File: config.mk
export PLATFORM = sky130hd
export DESIGN_NAME = wb_stage
export DESIGN_NICKNAME = d
export VERILOG_FILES = /design/src/rtl/wb_stage.sv
export SDC_FILE = /design/constraint.sdc
export NUM_CORES = 1
export LEC_CHECK = 0
export BUFFER_PORTS_ARGS = -buffer_cell sky130_fd_sc_hd__buf_2
export CAP_MARGIN = 20
export CORE_ASPECT_RATIO = 0.6
export CORE_MARGIN = 8
export CORE_UTILIZATION = 45
export CTS_CLUSTER_DIAMETER = 60
export CTS_CLUSTER_SIZE = 30
export DETAILED_ROUTE_END_ITERATION = 6
export GPL_TIMING_DRIVEN = 1
export PLACE_DENSITY = 0.71
export REMOVE_ABC_BUFFERS = 1
export SLEW_MARGIN = 25
export SYNTH_ARGS = -nofsm -noshare
export SYNTH_HDL_FRONTEND = slang
export SYNTH_SLANG_ARGS = --single-unit
File: constraint.sdc
create_clock -name clk -period 1.5 [get_ports clk]
set_input_delay 0.225 -clock clk [delete_from_list [all_inputs] [get_ports clk]]
set_output_delay 0.225 -clock clk [all_outputs]
set_load 0.05 [all_outputs]
File: src/rtl/wb_stage.sv
// ---------------------------------------------------------------------------
// wb_stage -- write-back end of the pipeline.
//
// Holds the W pipeline slot that is captured from the M stage. From that slot
// it drives the GPR write port and the W-stage forwarding bus. It also forms
// the lwl/lwr merged load data and counts retired instructions.
//
// Ports
//   clk, reset      rising-edge clock; asynchronous reset, active low
//   stall, flush    hold / bubble the W slot (flush has priority)
//   m_*             M-stage slot contents to capture
//   rf_we/rf_waddr/rf_wdata   GPR write port (combinational from the slot)
//   w_fwd_valid     forwarding bus valid, identical to rf_we
//   retire_cnt      instructions retired since reset (wraps)
// ---------------------------------------------------------------------------
module wb_stage #(
   parameter int RETIRE_W = 32
) (
   input  logic                clk,
   input  logic                reset,
   input  logic                stall,
   input  logic                flush,
   input  logic                m_valid,
   input  logic                m_regwrite,
   input  logic [1:0]          m_memtoreg,
   input  logic [1:0]          m_lwmode,
   input  logic [4:0]          m_waddr,
   input  logic [31:0]         m_alu,
   input  logic [31:0]         m_memrd,
   input  logic [1:0]          m_addr_lo,
   input  logic [31:0]         m_rt_old,
   input  logic [31:0]         m_pc8,
   output logic                rf_we,
   output logic [4:0]          rf_waddr,
   output logic [31:0]         rf_wdata,
   output logic                w_fwd_valid,
   output logic [RETIRE_W-1:0] retire_cnt
);

   localparam logic [1:0] SEL_NONE = 2'b00;
   localparam logic [1:0] SEL_ALU  = 2'b01;
   localparam logic [1:0] SEL_LOAD = 2'b10;
   localparam logic [1:0] SEL_PC8  = 2'b11;

   localparam logic [1:0] LW_LEFT  = 2'b01;
   localparam logic [1:0] LW_RIGHT = 2'b10;

   typedef struct packed {
      logic        valid;
      logic        regwrite;
      logic [1:0]  memtoreg;
      logic [1:0]  lwmode;
      logic [4:0]  waddr;
      logic [31:0] alu;
      logic [31:0] memrd;
      logic [1:0]  addrLo;
      logic [31:0] rtOld;
      logic [31:0] pc8;
   } slotT;

   slotT mSlot, wSlot;
   logic [31:0] loadData;
   logic        writeEn;

   assign mSlot = '{valid: m_valid, regwrite: m_regwrite, memtoreg: m_memtoreg,
                    lwmode: m_lwmode, waddr: m_waddr, alu: m_alu, memrd: m_memrd,
                    addrLo: m_addr_lo, rtOld: m_rt_old, pc8: m_pc8};

   // The instruction in W leaves the slot on any edge where it is not held,
   // including a flush edge (its GPR write still lands on that edge).
   always_ff @(posedge clk or negedge reset) begin
      if (!reset) begin
         wSlot      <= '0;
         retire_cnt <= '0;
      end else begin
         if (wSlot.valid && (flush || !stall))
            retire_cnt <= retire_cnt + RETIRE_W'(1);
         if (flush)
            wSlot <= '0;
         else if (!stall)
            wSlot <= mSlot;
      end
   end

   // lwl fills the high bytes from memory, lwr fills the low bytes; the
   // untouched bytes keep the old rt value.
   always_comb begin
      loadData = wSlot.memrd;
      if (wSlot.lwmode == LW_LEFT) begin
         unique case (wSlot.addrLo)
            2'd0: loadData = {wSlot.memrd[7:0],  wSlot.rtOld[23:0]};
            2'd1: loadData = {wSlot.memrd[15:0], wSlot.rtOld[15:0]};
            2'd2: loadData = {wSlot.memrd[23:0], wSlot.rtOld[7:0]};
            2'd3: loadData = wSlot.memrd;
         endcase
      end else if (wSlot.lwmode == LW_RIGHT) begin
         unique case (wSlot.addrLo)
            2'd0: loadData = wSlot.memrd;
            2'd1: loadData = {wSlot.rtOld[31:24], wSlot.memrd[31:8]};
            2'd2: loadData = {wSlot.rtOld[31:16], wSlot.memrd[31:16]};
            2'd3: loadData = {wSlot.rtOld[31:8],  wSlot.memrd[31:24]};
         endcase
      end
   end

   always_comb begin
      rf_wdata = '0;
      unique case (wSlot.memtoreg)
         SEL_NONE: rf_wdata = '0;
         SEL_ALU:  rf_wdata = wSlot.alu;
         SEL_LOAD: rf_wdata = loadData;
         SEL_PC8:  rf_wdata = wSlot.pc8;
      endcase
   end

   // $0 is hard-wired zero, so writes to it are dropped here.
   assign writeEn     = wSlot.valid && wSlot.regwrite &&
                        (wSlot.memtoreg != SEL_NONE) && (wSlot.waddr != 5'd0);
   assign rf_we       = writeEn;
   assign w_fwd_valid = writeEn;
   assign rf_waddr    = writeEn ? wSlot.waddr : 5'd0;

endmodule

== Yosys cells after proc, flatten, opt, wreduce, memory -nomap -nowiden ==
Index checks and enable logic that the tools add are counted.

* Logic and storage cells: 39
* Memory bits (writable): 0
* Memories: 0
* Latch bits: 0
* Flip-flop bits (word level): 173
* Memory bits (read-only): 0

* Eq/ne operators: 9
* $lt $le $gt $ge: 0
* Shifts and indexed selects: 0
* Multipliers: 0
* $add $sub $neg: 1
* Bitwise gates (word level): 0
* Multiplexer cells: 8
* Reduce and logical (&&, ||, !) cells: 10
* Divide/modulo/power cells: 0

{| class="wikitable"
|+ Operators with widths
! operator !! number
|-
| 32-bit case mux with 4 select lines || 3
|-
| 141-bit 2-to-1 mux || 2
|-
| 32-bit 2-to-1 mux || 2
|-
| 32-bit by 1-bit adder with 32-bit output, second input constant || 1
|-
| 2-bit == test, second input constant || 5
|-
| 2-bit by 1-bit == test with 1-bit output, second input constant || 3
|-
| 5-bit 2-to-1 mux || 1
|-
| 5-bit nonzero test || 1
|-
| 1-bit logical AND || 4
|-
| 2-bit zero test || 2
|-
| 2-bit by 1-bit inequality test with 1-bit output, second input constant || 1
|-
| 2-bit nonzero test || 1
|-
| 1-bit zero test || 1
|-
| 1-bit logical OR || 1
|}

== Depth between registers and ports, before layout ==
Gate-level depths: netlist (run 1).

* Word-level depth: 5
* Gate-level depth with buffers: 8
* Mapped depth without buffers: 5

== Least setup slack after synthesis (run 1) ==
OpenSTA, ideal clock, no wires.

* Kind: flip-flop to output port
* Start: register wSlot[135] (netlist name)
* End: output rf_wdata[21]
* Cell stages (with the launch flop): 8
* Slack: -0.674 ns
* Required time: 1.275 ns
* Data arrival time: 1.949 ns
* Path through: dfrtp_1 -> nand2b_1 -> buf_4 -> nor2_8 -> clkbuf_1 -> a2bb2oi_1 -> nor2_1 -> o21ai_1

* Word-level cells in the longest chain between the ends: 4

{| class="wikitable"
|+ RTL lines
! element !! line !! source
|-
| start: declaration || 61 || <nowiki>slotT mSlot, wSlot;</nowiki>
|-
| start signal: assignment || 81 || <nowiki>wSlot <= mSlot;</nowiki>
|-
| 2-bit == test || 96 || <nowiki>end else if (wSlot.lwmode == LW_RIGHT) begin</nowiki>
|-
| 32-bit 2-to-1 mux || 96 ||
|-
| 32-bit 2-to-1 mux * || 89 || <nowiki>if (wSlot.lwmode == LW_LEFT) begin</nowiki>
|-
| 32-bit case mux with 4 select lines * || 108 || <nowiki>unique case (wSlot.memtoreg)</nowiki>
|-
| end: declaration || 35 || <nowiki>output logic [31:0] rf_wdata,</nowiki>
|}

Mark *: on every way between the ends. The rest lies on a longest branch, timed or not.

== Worst setup path in the final report (run 1) ==
* Start: register wSlot[65] (netlist name)
* End: output rf_wdata[10]

* Word-level cells in the longest chain between the ends: 5

{| class="wikitable"
|+ RTL lines
! element !! line !! source
|-
| 2-bit == test (tied with other cells) || 90, 97 ||
|-
| 32-bit case mux with 4 select lines || 97 || <nowiki>unique case (wSlot.addrLo)</nowiki>
|-
| 32-bit 2-to-1 mux || 96 ||
|-
| 32-bit 2-to-1 mux * || 89 ||
|-
| 32-bit case mux with 4 select lines * || 108 ||
|}

Marks and branches as above.

==> results of run 1 <==
==> registers in the layout (all words and copies together) (netlist names) <==
name and cells:
wSlot 141, retire_cnt 32
==> how the worst min path moves through the flow <==
| stage | cells after the start | to | startpoint | slack [ns] |
|---|---|---|---|---|
| finish | 3 | wSlot[118] | m_alu[20] | 0.02 |
| global route | 3 | wSlot[89] | m_memrd[23] | 0.02 |
| CTS | 3 | wSlot[118] | m_alu[20] | 0.01 |
| detailed placement | 1 | wSlot[132] | reset | 0.22 |
| global placement | 1 | wSlot[132] | reset | 0.22 |
| floorplan | 0 | retire_cnt[0] | reset | -0.07 |
==> kinds of logic after synthesis <==
group / share of synthesized area
AND/OR/NAND/NOR: 0.146
multiplexers: 0.226
flip-flops: 0.464
AO/OA/AOI/OAI: 0.0967
buffers and inverters: 0.0372
XOR/XNOR: 0.0291
adder cells (fa/ha/maj): 0.00134
==> cells in the mapped netlist, types with 2 or more instances <==
library cell / count / share of area
mux2i_1: 165 / 0.18
nand4_4: 2 / 0.0046
buf_2: 29 / 0.016
clkbuf_1: 30 / 0.012
xor2_1: 6 / 0.0056
a221o_1: 16 / 0.017
nand2b_1: 5 / 0.0033
and3_1: 7 / 0.0047
o221ai_1: 16 / 0.015
a21oi_1: 24 / 0.013
or2_1: 2 / 0.0013
o221a_1: 4 / 0.0048
o22ai_1: 8 / 0.0054
o21ai_2: 2 / 0.0019
nand2_1: 52 / 0.021
o21ai_0: 8 / 0.0043
and2_1: 16 / 0.011
nand3_1: 12 / 0.0064
o21ai_1: 24 / 0.013
inv_1: 2 / 0.00080
a2bb2oi_1: 8 / 0.0075
a221oi_1: 8 / 0.0075
mux2_2: 18 / 0.022
buf_6: 2 / 0.0024
o221a_2: 4 / 0.0048
dfrtp_1: 173 / 0.46
mux2_1: 7 / 0.0084
xnor2_1: 25 / 0.023
nand4_1: 6 / 0.0040
buf_1: 7 / 0.0028
and4_1: 2 / 0.0019
nor2_1: 169 / 0.068
nor3_2: 5 / 0.0054
mux4_2: 8 / 0.019
nor2b_1: 3 / 0.0020
buf_4: 4 / 0.0032
nor4_4: 2 / 0.0046
==> layer usage <==
| metal | global-route usage | wire [µm] | vias to the layer above | part of all wire |
|---|---|---|---|---|
| li1 | - | - | 3815 | - |
| met1 | 0.337 | 13900 | 4148 | 0.43 |
| met2 | 0.351 | 14000 | 425 | 0.44 |
| met3 | 0.0835 | 3420 | 51 | 0.11 |
| met4 | 0.0706 | 668 | 8 | 0.021 |
| met5 | 0 | 46 | - | 0.0014 |
==> repair_timing <==
action                                 in CTS  in global routing
endpoints found under the hold margin      44                  0
buffers inserted                           12                  8
gates cloned                                4                  0
hold buffers                                1                  0
setup endpoints to repair                  47                 57
resized for setup                         138                 44
pin swaps                                  37                 35
==> area by class of cell <==
| cell class | count | area [µm²] | share of cell area |
|---|---|---|---|
| clock inverter | 12 | 140 | 0.0105 |
| antenna | 4 | 10.0 | 0.000752 |
| inverter | 3 | 11.3 | 0.000845 |
| timing repair buffer | 366 | 2850 | 0.214 |
| multi-input combinational | 647 | 5190 | 0.390 |
| sequential | 173 | 4330 | 0.325 |
| tap | 273 | 342 | 0.0256 |
| clock buffer | 19 | 443 | 0.0333 |
==> worst reg2reg max path, delay by kind of cell, from the launching register on <==
family                 cells  cell delay [ns]
XOR/XNOR                   1             0.16
buffers and inverters      3             0.37
flip-flops                 1             0.37
AND/OR/NAND/NOR            3             0.50
==> where the power goes <==
part / internal, mW / switching, mW / leakage, nW
clock: 2.50 / 1.94 / 0.264
sequential: 4.95 / 0.250 / 2.30
combinational: 1.24 / 1.68 / 4.04
==> through the flow <==
step	cells	hold WS (ns)	instance area (µm²)	total power, mW
after floorplan	821	-0.0706	9000	6.51
after global placement	1444	0.218	11800	7.80
after detailed placement	1444	0.216	11800	7.85
after CTS	1485	0.0119	13000	12.5
after global routing	1495	0.0180	13300	13.0
final	1497	0.0227	13300	12.6
==> impl_metrics.ini, run 1 <==
[synthesis]
synth_cell_type_count = 49
yosys_warnings = 0
seq_area_frac_synth = 0.464
ys.flop_type = dfrtp_1
ys_async_sr_fraction = 1.00
synth.avg_cell_area_um2 = 10.5
netlist_area_um2 = 9340
synth-edff-count = 0
ys_seq_elements = 173
synthCells = 893

[place]
io_buffer_count = 215
gp_congestion = 0.883
dp_slack_ns = -0.611
hpwl_um = 22600

[timing]
setup_viol = 40
fin_crit_ns = 2.47
timing.fmax_mhz = 405
worst_slew_pin_slew_ns = 0.545
finalHoldViolations = 0
finalCritPeriodShare = 1.65
grt_setup_unrepaired = yes
slew_headroom = 0.637
finalSetupTns_ns = -31.66
setup_ws_ns = -0.972
finClkSkew_ns = 0.00671
final_max_slew_viol_count = 0

[critical_path]
cp.arrival_ns = 2.25
regToRegStartpoint = wSlot[140]
path_buf_inv = 4
crit_path_start_kind = flip-flop
critical_path_class = reg2out
max_stage_delay_ns = 0.45
path_max_fanout = 8
crit_top_cell = buf_12
cp-endpoint = rf_wdata[10]
critical_path_depth = 8
path_cells = buf_12 -> nor2_4 -> buf_12 -> nor2_4 -> buf_12 -> o221a_4 -> a221o_1 -> buf_12
rr_endpoint = retire_cnt[15]
crit_start = wSlot[65]
rrSetupSlack_ns = -0.01
worstPathRequired_ns = 1.27
cp_slowest_cell = dfrtp_2
cp-end-kind = output port
r2r_cells = 7
crit_family = buffers and inverters

[outcome]
status = finished with violations
violations = setup timing

[clock_tree]
cts.sinks = 173
cts_buffers = 17
htree_levels = 4
cts_buffer_depth = 2
root_buffer = clkbuf_16
cts_tree = done
worstSkewPairLatency_ns = 0.43
clk_pin_slew_worst_paths_ns = 0.07

[routing]
drtIter0Drc = 615
drc = 0
ant_nets = 0
num_vias = 8447
vias_per_cell = 5.64
wire_per_inst_um = 21.4
firstDrtPassIters = 5
routed_wirelength_um = 32000

[layout]
nets = 1354
layout_commonest_cell = buf_2
final_util = 0.660
drive_above_1_share = 0.439
area_delta_synth_final_pct = 42.6
final_cell_mix = buf_2 (172), dfrtp_1 (169), nor2_1 (164)
fillers = 1515

[power]
p_per_area_nw_per_um2 = 943
peakVddDrop_mv = 0.782
p_leak_nw = 6.61

[die]
start_util = 0.463
fp.dieH_um = 128
coreArea_um2 = 20200
rows = 40
num_io_pins = 216
die_x_um = 202
die_area_um2 = 25800

[global_route]
grt-ovfl-total = 0
antenna_found_initial = 6
track_usage = 0.242
grt_max_degree = 105
first_global_vias = 8538
grt_pass1_wl_um = 48900

[min_path]
hold_class = in2reg

[flow_run]
drv_cap = 0
Power figures use the tool's default switching activity.
==> run 2, diff against run 1 <==
==> constraint.sdc (replaced) <==
create_clock -name clk -period 1.5 [get_ports clk]
set_input_delay 0.375 -clock clk [delete_from_list [all_inputs] [get_ports clk]]
set_output_delay 0.375 -clock clk [all_outputs]
set_load 0.05 [all_outputs]
==> run 2 against run 1 <==
Against the previous run: the flow still finishes with violations (setup timing); die area stayed put; combinational power rose by 11%; count of clock-buffer cells in the layout increased by 1; cell area up 4.7%; worst setup slack got worse by 0.16 ns; critical endpoint is now rf_wdata[31]; largest power group unchanged.
==> impl_metrics.ini, run 2 (synthesized netlist as in run 1, its figures left out) <==
[clock_tree]
cts_tree = done
worstSkewPairLatency_ns = 0.45
root_buffer = clkbuf_16
cts_buffers = 17
clk_pin_slew_worst_paths_ns = 0.07
cts.sinks = 173
cts_buffer_depth = 2
htree_levels = 4

[timing]
finalCritPeriodShare = 1.75
slew_headroom = 0.388
fin_hold_ws_ns = 0.163
finalSetupTns_ns = -38.46
setup_ws_ns = -1.13
finalHoldViolations = 0
finClkSkew_ns = 0.0104
grt_setup_unrepaired = yes
final_max_slew_viol_count = 0
worst_slew_pin_slew_ns = 0.918
fin_crit_ns = 2.63
setup_viol = 54
timing.fmax_mhz = 381

[outcome]
status = finished with violations
violations = setup timing

[global_route]
antenna_found_initial = 9
grt-ovfl-total = 0
first_global_vias = 8768
track_usage = 0.250
grt_max_degree = 81
grt_pass1_wl_um = 50500

[routing]
routed_wirelength_um = 33900
num_vias = 8627
firstDrtPassIters = 5
drtIter0Drc = 640
drc = 0
wire_per_inst_um = 22.1
ant_nets = 0
vias_per_cell = 5.63

[flow_run]
drv_cap = 0

[layout]
final_util = 0.692
nets = 1386
finish.instance_area_um2 = 13900
final_cell_mix = mux2i_1 (163), dfrtp_1 (163), nor2_1 (159)
area_delta_synth_final_pct = 49.3
top_regs = wSlot: 141 flops, retire_cnt: 32 flops
drive_above_1_share = 0.457
largest-register = wSlot
largest_reg_flops = 141

[die]
num_io_pins = 216
rows = 40
coreArea_um2 = 20200
fp.dieH_um = 128
start_util = 0.463
die_x_um = 202
die_area_um2 = 25800

[power]
p_leak_nw = 6.92
p_per_area_nw_per_um2 = 935
peakVddDrop_mv = 0.817
design_power_total_mw = 13.0

[place]
place_area_um2 = 11900
io_buffer_count = 215
gp_congestion = 0.930
hpwl_um = 22400

[critical_path]
cp.arrival_ns = 2.25
crit_path_start_kind = flip-flop
critical_path_class = reg2out
path_max_fanout = 7
cp-end-kind = output port
worstPathRequired_ns = 1.12

[min_path]
hold_class = in2reg
## run 2: changes by cell type in the layout (fill, tap and decap cells not counted), moves of 5 or more
cell	previous run	this run
buf_2	172	143
buf_4	124	136
buf_6	37	59
buf_8	0	24
dfrtp_1	169	163
dfrtp_2	4	10
nor2_1	164	159
o21ai_1	10	19
o21ai_2	14	6
o221ai_1	1	12
o221ai_2	12	4
## run 2: critical path: stages (launching register included)
cell	delay [ns]
dfrtp_2	0.41
buf_12	0.14
nor2_4	0.04
buf_4	0.16
nor2_4	0.20
mux2i_1	0.27
a221oi_2	0.10
a221o_1	0.31
buf_6	0.16
## run 2: per-stage QoR
stage	worst slack, ns	std cells
2_1_floorplan	-1.78	821
3_3_place_gp	-0.796	1455
3_5_place_dp	-0.807	1455
4_1_cts	-1.12	1502
5_1_grt	-1.19	1531
6_report	-1.13	1532
## run 2: path summary, 6_finish.rpt
check	startpoint	to	slack, ns	cells past startpoint
worst max-delay path	wSlot[65]	rf_wdata[31]	-1.13	8
worst min-delay path	m_alu[23]	wSlot[121]	0.16	3
worst max register to register	retire_cnt[4]	retire_cnt[21]	-0.13	6
worst min register to register	retire_cnt[31]	retire_cnt[31]	0.48	1
max in group asynchronous	reset	wSlot[28]	0.53	3
min in group asynchronous	reset	wSlot[132]	0.43	2
## run 2: cell type report
type	instances	area, µm²
clock buffer	20	457
multi-input combinational	647	5210
fill	1420	6220
inverter	3	11.3
timing repair buffer	398	3430
sequential	173	4340
antenna	6	15.0
tap	273	342
clock inverter	12	138
## run 2: where the power goes
group | internal [mW] | total (mW) | switching [mW]
Sequential | 4.95 | 5.23 | 0.273
Combinational | 1.48 | 3.23 | 1.75
Clock | 2.55 | 4.58 | 2.03
Total | 8.99 | 13.0 | 4.05
## run 2: routing by layer
metal / vias up / track usage / wire length, µm
met4: 8 / 0.101 / 866
li1: 3883 / - / -
met5: - / 0 / 46
met3: 72 / 0.0742 / 3110
met2: 401 / 0.362 / 15000
met1: 4263 / 0.345 / 14900
## run 2: repair_timing
action                                  in CTS  in global routing
gates cloned                                 2                  1
setup buffers                               22                 25
resized for setup                          221                 79
hold buffers                                 1                  0
endpoints found under the setup margin      78                 90
hold endpoints to repair                    32                  0
pin swaps                                   34                 42
==> run 3, diff against run 2 <==
--- a/config.mk
+++ b/config.mk
@@ -7,7 +7,7 @@
 export LEC_CHECK = 0
 export BUFFER_PORTS_ARGS = -buffer_cell sky130_fd_sc_hd__buf_2
 export CAP_MARGIN = 20
-export CORE_ASPECT_RATIO = 0.6
+export CORE_ASPECT_RATIO = 1.25
 export CORE_MARGIN = 8
 export CORE_UTILIZATION = 45
 export CTS_CLUSTER_DIAMETER = 60
==> run 3 against run 2 <==
Against the previous run: the run still ends with setup timing left; sequential power about the same; sequential share of layout area down 0.15 points; count of clock-buffer cells in the layout up 4; maximum frequency up 0.79%; total power about the same; first-iteration DRC count up 0.63%; global-route usage down 0.50 points; register-to-register slack worse by 0.05 ns; worst setup slack better by 0.021 ns; hold slack better by 0.014 ns; die area down 0.48%.
==> impl_metrics.ini, run 3 (synthesized netlist as in run 1, its figures left out) <==
[routing]
wire_per_inst_um = 21.4
vias_per_cell = 5.63
num_vias = 8652
routed_wirelength_um = 32900
firstDrtPassIters = 5
drc = 0
ant_nets = 0
drtIter0Drc = 644

[clock_tree]
cts_tree = done
htree_levels = 4
cts_buffer_depth = 2
clk_pin_slew_worst_paths_ns = 0.07
cts_buffers = 17
cts.sinks = 173
worstSkewPairLatency_ns = 0.43
root_buffer = clkbuf_16

[critical_path]
rr_endpoint = retire_cnt[23]
regToRegStartpoint = retire_cnt[6]
r2r_cells = 5
worstPathRequired_ns = 1.12
crit_path_start_kind = flip-flop
critical_path_class = reg2out
cp.arrival_ns = 2.23
cp-end-kind = output port
rrSetupSlack_ns = -0.18
path_max_fanout = 8

[layout]
drive_above_1_share = 0.463
final_cell_count_no_fill = 1538
finish.instance_area_um2 = 14000
nets = 1394
area_delta_synth_final_pct = 50.0
largest_reg_flops = 141
largest-register = wSlot
fillers = 1471
top_regs = wSlot: 141 flops, retire_cnt: 32 flops
layout_commonest_cell = dfrtp_1
final_cell_mix = dfrtp_1 (165), mux2i_1 (162), nor2_1 (161)

[flow_run]
drv_cap = 0

[die]
coreArea_um2 = 20600
start_util = 0.453
num_io_pins = 216
die_area_um2 = 25600
rows = 59
fp.dieH_um = 177
die_x_um = 145

[outcome]
status = finished with violations
violations = setup timing

[min_path]
hold_class = in2reg
min_from = m_memrd[16]
whs_endpoint = wSlot[82]
whs_path_depth = 3

[power]
p_leak_nw = 6.93
peakVddDrop_mv = 0.919
p_per_area_nw_per_um2 = 931

[global_route]
grt_pass1_wl_um = 48600
track_usage = 0.245
grt_max_degree = 78
grt-ovfl-total = 0
antenna_found_initial = 12
first_global_vias = 9177

[timing]
finalHoldViolations = 0
finalCritPeriodShare = 1.74
final_max_slew_viol_count = 0
finClkSkew_ns = 0.00920
fin_hold_ws_ns = 0.177
fin_crit_ns = 2.61
grt_setup_unrepaired = yes
worst_slew_pin_slew_ns = 0.858
setup_viol = 59
slew_headroom = 0.428
timing.fmax_mhz = 384
setup_ws_ns = -1.11
finalSetupTns_ns = -38.02

[place]
place_area_um2 = 11700
io_buffer_count = 215
hpwl_um = 21500
gp_congestion = 0.878
place_inst = 1451
run 3: cell count changes in the layout (fill, tap and decap cells not counted), moves of 4 or more:
cell,change
o21ai_1,-7
buf_6,+25
o21ai_2,+9
buf_12,-15
nor2_4,-4
a2bb2oi_1,+4
o221ai_2,+7
o221ai_1,-10
a2bb2oi_2,-4
run 3: how the worst max path moves through the flow:
stage	endpoint	slack [ns]	startpoint	depth (start not counted)
6_report	rf_wdata[31]	-1.11	wSlot[65]	7
5_1_grt	rf_wdata[8]	-1.16	wSlot[65]	7
4_1_cts	rf_wdata[8]	-1.09	wSlot[65]	7
3_5_place_dp	rf_wdata[26]	-0.78	wSlot[135]	7
3_3_place_gp	rf_wdata[26]	-0.77	wSlot[135]	7
2_1_floorplan	rf_wdata[16]	-1.78	wSlot[65]	5
run 3: critical path, cell delays in order, from the launching register on:
cell and delay, ns:
dfrtp_2 0.50, buf_8 0.17, buf_12 0.12, mux2_4 0.31, a21oi_4 0.15, a221oi_2 0.09
a221o_1 0.29, buf_6 0.16
run 3: routing by layer:
metal,vias to the layer above,wire (µm),GRT usage
li1,3872,-,-
met1,4264,12200,0.279
met2,388,16700,0.413
met3,110,2630,0.0683
met4,18,1380,0.123
met5,-,101,0
run 3: area by class of cell:
class                           instances  area [µm²]  share of cell area
Tap cell                              274         343              0.0245
Antenna cell                            3        7.51            0.000536
Multi-Input combinational cell        645        5190               0.371
Sequential cell                       173        4340               0.310
Clock buffer                           24         512              0.0365
Clock inverter                          8         104             0.00741
Timing Repair Buffer                  408        3500               0.250
Inverter                                3        11.3            0.000804
run 3: timing repair:
action	in CTS	in global routing
hold buffers	1	0
endpoints found under the hold margin	23	0
setup buffers	14	37
setup endpoints to repair	77	91
pin swaps	48	49
gates resized for setup	247	81
gates cloned	3	0
run 3: metrics by stage:
step,worst slack (ns),power (mW),utilization
floorplan,-1.78,6.51,-
global placement,-0.770,7.72,0.567
detailed placement,-0.781,7.77,0.567
CTS,-1.09,12.8,0.650
global route,-1.16,13.5,0.680
finish,-1.11,13.0,0.680
run 3: power by group:
group	internal [mW]	switching (mW)
combinational	1.45	1.72
clock	2.73	1.90
sequential	4.95	0.293
total	9.13	3.91
